$ cat src/rtl/proyecto1_input_cond_if.sv
// proyecto1_input_cond_if: pin-side lines and timer request/status of the input conditioner
interface proyecto1_input_cond_if #(
   parameter int TMR_W = 8
);
   logic [5:0]       raw_in;
   logic             tmr_start;
   logic [TMR_W-1:0] tmr_len;
   logic             tmr_clr;
   logic [5:0]       clean_out;
   logic [5:0]       rise_out;
   logic             T;
   logic             tmr_busy;
   modport master (output raw_in, tmr_start, tmr_len, tmr_clr, input clean_out, rise_out, T, tmr_busy);
   modport slave (input raw_in, tmr_start, tmr_len, tmr_clr, output clean_out, rise_out, T, tmr_busy);
endinterface

$ cat src/rtl/proyecto1_input_cond.sv
// proyecto1_input_cond: synchronise/debounce six raw lines with rise strobes, plus the T expiry timer
module proyecto1_input_cond #(
   parameter int DB_CYCLES = 4,
   parameter int TMR_W     = 8
) (
   input logic                   clck,
   input logic                   rst,
   proyecto1_input_cond_if.slave bus
);
   localparam int CW = $clog2(DB_CYCLES + 1);
   localparam logic [CW-1:0] CNT_MAX = CW'(DB_CYCLES - 1);
   typedef enum logic [1:0] {IDLE, RUN, DONE} tmr_state_t;
   logic [5:0]       s1, s2, clean, rise, accept;
   tmr_state_t       state;
   logic [TMR_W-1:0] tcnt;
   logic             t_q, busy_q;
   always_ff @(posedge clck or posedge rst) begin
      if (rst) begin
         s1 <= '0;
         s2 <= '0;
      end else begin
         s1 <= bus.raw_in;
         s2 <= s1;
      end
   end
   // each bit counts its own run of disagreement; any agreement restarts it
   for (genvar i = 0; i < 6; i++) begin : g_db
      logic [CW-1:0] cnt;
      assign accept[i] = (s2[i] != clean[i]) && (cnt == CNT_MAX);
      always_ff @(posedge clck or posedge rst) begin
         if (rst) cnt <= '0;
         else cnt <= (s2[i] == clean[i] || accept[i]) ? '0 : cnt + 1'b1;
      end
   end
   always_ff @(posedge clck or posedge rst) begin
      if (rst) begin
         clean <= '0;
         rise  <= '0;
      end else begin
         clean <= clean ^ accept;
         rise  <= accept & ~clean;
      end
   end
   // clr beats start; start reloads from any state, a zero length expires at once
   always_ff @(posedge clck or posedge rst) begin
      if (rst) begin
         state  <= IDLE;
         tcnt   <= '0;
         t_q    <= 1'b0;
         busy_q <= 1'b0;
      end else if (bus.tmr_clr) begin
         state  <= IDLE;
         t_q    <= 1'b0;
         busy_q <= 1'b0;
      end else if (bus.tmr_start) begin
         tcnt   <= bus.tmr_len;
         state  <= (bus.tmr_len == '0) ? DONE : RUN;
         t_q    <= bus.tmr_len == '0;
         busy_q <= bus.tmr_len != '0;
      end else if (state == RUN) begin
         tcnt <= tcnt - 1'b1;
         if (tcnt == TMR_W'(1)) begin
            state  <= DONE;
            t_q    <= 1'b1;
            busy_q <= 1'b0;
         end
      end
   end
   assign bus.clean_out = clean;
   assign bus.rise_out  = rise;
   assign bus.T         = t_q;
   assign bus.tmr_busy  = busy_q;
endmodule
$ cat src/flat_wrapper.sv
// flat-port wrapper written by rule: the top's interface ports become plain ports
module proyecto1_input_cond_flat 
#(
   parameter int DB_CYCLES = 4,
   parameter int TMR_W     = 8
)
  (clck, rst, bus_raw_in, bus_tmr_start, bus_tmr_len, bus_tmr_clr, bus_clean_out, bus_rise_out, bus_T, bus_tmr_busy);
  proyecto1_input_cond_if #(.TMR_W(TMR_W)) bus_i ();
  input logic clck;
  input logic rst;
  input wire logic [$bits(bus_i.raw_in)-1:0] bus_raw_in;
  input wire logic [$bits(bus_i.tmr_start)-1:0] bus_tmr_start;
  input wire logic [$bits(bus_i.tmr_len)-1:0] bus_tmr_len;
  input wire logic [$bits(bus_i.tmr_clr)-1:0] bus_tmr_clr;
  output wire logic [$bits(bus_i.clean_out)-1:0] bus_clean_out;
  output wire logic [$bits(bus_i.rise_out)-1:0] bus_rise_out;
  output wire logic [$bits(bus_i.T)-1:0] bus_T;
  output wire logic [$bits(bus_i.tmr_busy)-1:0] bus_tmr_busy;
  assign bus_i.raw_in = bus_raw_in;
  assign bus_i.tmr_start = bus_tmr_start;
  assign bus_i.tmr_len = bus_tmr_len;
  assign bus_i.tmr_clr = bus_tmr_clr;
  assign bus_clean_out = bus_i.clean_out;
  assign bus_rise_out = bus_i.rise_out;
  assign bus_T = bus_i.T;
  assign bus_tmr_busy = bus_i.tmr_busy;
  proyecto1_input_cond #(.DB_CYCLES(DB_CYCLES), .TMR_W(TMR_W)) u_core (.clck(clck), .rst(rst), .bus(bus_i));
endmodule
$ cat config.mk
export PLATFORM = sky130hd
export DESIGN_NAME = proyecto1_input_cond_flat
export DESIGN_NICKNAME = d
export VERILOG_FILES = /design/src/rtl/proyecto1_input_cond_if.sv /design/src/rtl/proyecto1_input_cond.sv /design/src/flat_wrapper.sv
export SDC_FILE = /design/constraint.sdc
export NUM_CORES = 1
export LEC_CHECK = 0
export ABC_AREA = 1
export BUFFER_PORTS_ARGS = -buffer_cell sky130_fd_sc_hd__buf_2
export CAP_MARGIN = 20
export CELL_PAD_IN_SITES_DETAIL_PLACEMENT = 2
export CELL_PAD_IN_SITES_GLOBAL_PLACEMENT = 2
export CORE_MARGIN = 2
export CORE_UTILIZATION = 31
export DETAILED_ROUTE_END_ITERATION = 12
export GPL_ROUTABILITY_DRIVEN = 0
export PLACE_DENSITY_LB_ADDON = 0.1
export SYNTH_ARGS = -nofsm -noshare
export SYNTH_HDL_FRONTEND = slang
export SYNTH_SLANG_ARGS = --single-unit
export TNS_END_PERCENT = 30
$ cat constraint.sdc
create_clock -name clck -period 1.4 [get_ports clck]
set_input_delay 0.14 -clock clck [delete_from_list [all_inputs] [get_ports clck]]
set_output_delay 0.14 -clock clck [all_outputs]
set_load 0.02 [all_outputs]
==> reports/qor.yml <==
run_status: "complete, no violations"
yosys_warnings: 0
routed_wl_um: 4660
slew-limit-headroom_pct: 75.1
cts_made_buffers: 5
drive_gt1_share_pct: 18.0
grt_max_degree: 53
dp_slack_ns: 0.0650
start_util_pct: 32.0
worstPathArrival_ns: 1.50
finClkSkew_ns: 0.00816
clkPwrFrac_pct: 21.3
cp-start-kind: "flop"
track_usage_pct: 13.8
setup_viol: 0
fin_crit_sh_pct: 90.5
synth_largest_area_cell: "dfrtp_1"
syn_nets: 260
hpwl_um: 3490
wl_per_cell_um: 12.5
insertion_delay_ns: 0.31
yosysUniqueCellTypes: 17
r2r-start: "u_core.g_db[4].cnt[0]$_DFF_PP0_"
power_frac_seq_pct: 50.5
gr-total-overflow: 0
switching_share_pct: 35.8
yosysTopAreaCellShare_pct: 59.8
leakage_nw: 1.37
port_buffers: 31
endpoint_kind: "flop"
regArea_um2: 1300
fill_cells: 794
drt_pass1_iterations: 3
ff2ff_path_depth: 5
dieArea_um2: 7700
rsz0062_at_grt: "no"
die_w_um: 87.8
grt_pass1_wl_um: 8110
ys_seq_area_share_pct: 59.8
p_int_w: 0.00268
fin_setup_tns_ns: 0
rows: 30
layout_min_cycle_time_ns: 1.27
clock_path_buffers: 2
startpoint: "u_core.g_db[4].cnt[0]$_DFF_PP0_"
critPathKind: "flop to flop"
p_sw_w: 0.00150
root_buffer: "clkbuf_8"
fmax_mhz: 790
multi_input_area_um2: 742
ys_ff_latch: 52
drv_slew: 0
final_cell_mix: "dfrtp_1, nand2_1, nor2_1, buf_2, inv_1"
ys_top_cells_by_area: "dfrtp_1, ha_1, nand2_1"
cts_max_level: 2
crit_slowest_cell: "dfrtp_1"
layout_commonest_cell: "dfrtp_1"
p_comb_share_pct: 28.2
area_delta_synth_final_pct: 22.0
cts_tree: "done"
power.total_w: 0.00418
grt_pass1_vias: 1779
path_clk_slew_ns: 0.10
hold_violations: 0
timing.rr.end: "u_core.g_db[4].cnt[2]$_DFF_PP0_"
drtAntennaViolNets: 0
synth_area_um2: 2170
pwr_density_cell_nw_per_um2: 1580
r2r_slack_ns: 0.13
worstMarginPinSlew_ns: 0.370
crit_end: "u_core.g_db[4].cnt[2]$_DFF_PP0_"
vias_per_cell: 4.43
cp_cell_sequence: "ha_1 > ha_1 > a21oi_1 > o21ai_0 > nor2_1"
drc_errors: 0
avgSynthCellArea_um2: 9.54
synth_cells: 228
crit_top_cell: "ha_1"
crit_path_max_incr_delay_ns: 0.40
crit_path_max_fanout: 3
maxCapViolCount: 0
min_path_type: "input pin to flop"
antenna_found_initial: 0
cts_sinks: 52
peakVddDrop_uv: 497
ios: 32
cts_setup_buffers: 0
crit_required_ns: 1.63
nNetsFinal: 309
vias: 1655
layout_setup_ws_ns: 0.134
drt_iter0_markers: 44
fp.dieH_um: 87.8
diodes: 0
core_area_um2: 6790
worst max-delay path: cells and delay by family (launching register included):
family | cells | cell delay [ns]
and+or+nand+nor | 1 | 0.13
AOI/OAI and AO/OA | 2 | 0.27
DFF | 1 | 0.40
adders and majority gates | 2 | 0.40
cell usage after synthesis, drive strengths merged:
| cell | count |
|---|---|
| inv | 31 |
| o21ai | 22 |
| ha | 14 |
| buf | 2 |
| nand2 | 43 |
| o211ai | 1 |
| dfrtp | 52 |
| nor2 | 42 |
| and2 | 1 |
| nand3 | 9 |
| nand4 | 1 |
| nand3b | 1 |
| nor3 | 1 |
| a21oi | 8 |
kinds of logic (layout without fill, tap and decap cells):
kind of cell | Yosys count | in the layout | share of synthesized area (%)
buffers and inverters | 33 | 83 | 6.21
AND/OR/NAND/NOR | 98 | 98 | 17.9
adder cells (fa/ha/maj) | 14 | 14 | 8.06
flip-flops | 52 | 52 | 59.8
AO/OA/AOI/OAI | 31 | 31 | 8.00
repair_timing:
action / in CTS / in global routing
hold buffers: 7 / 0
endpoints found under the setup margin: 0 / 8
gates resized for setup: 0 / 5
endpoints found under the hold margin: 58 / 0
through the flow:
stage	cells	util (%)	hold WS [ns]	area, µm²
finish	374	39.0	0.105	2650
global route	374	39.0	0.126	2650
CTS	374	39.0	0.0959	2650
detailed placement	359	36.6	0.225	2490
global placement	359	36.6	0.216	2490
floorplan	228	-	0.171	2170
worst min path at each step:
stage	end	startpoint	cells past startpoint
after floorplan	u_core.s1[0]$_DFF_PP0_	bus_raw_in[0]	0
after global placement	async pin	rst	3
final	u_core.tcnt[1]$_DFFE_PP0P_	bus_tmr_len[1]	3
after CTS	u_core.tcnt[1]$_DFFE_PP0P_	bus_tmr_len[1]	3
after detailed placement	u_core.bus.rise_out[4]$_DFF_PP0_	rst	3
after global routing	u_core.tcnt[1]$_DFFE_PP0P_	bus_tmr_len[1]	3
final cells by class:
cell class                      instances  area share, %
Multi-Input combinational cell        143           28.0
Sequential cell                        52           49.1
Inverter                               31           4.39
Tap cell                               96           4.53
Timing Repair Buffer                   44           10.7
Clock buffer                            5           2.59
Clock inverter                          3          0.802
power by group through the flow:
| stage | clock network [W] | registers, W | logic, W |
|---|---|---|---|
| detailed placement | 0 | 0.00215 | 0.00120 |
| CTS | 0.000939 | 0.00212 | 0.00121 |
| global route | 0.00100 | 0.00217 | 0.00139 |
| finish | 0.000889 | 0.00211 | 0.00118 |
| global placement | 0 | 0.00212 | 0.00113 |
| floorplan | 0 | 0.00220 | 0.000699 |
routing by layer:
metal	up-vias	GRT usage, %	share of wire [%]
met5	-	0	0
met4	0	4.20	1.5
met3	5	3.39	2.7
met2	23	23.0	49
met1	820	17.8	47
li1	807	-	-
Power figures use the tool's default switching activity.
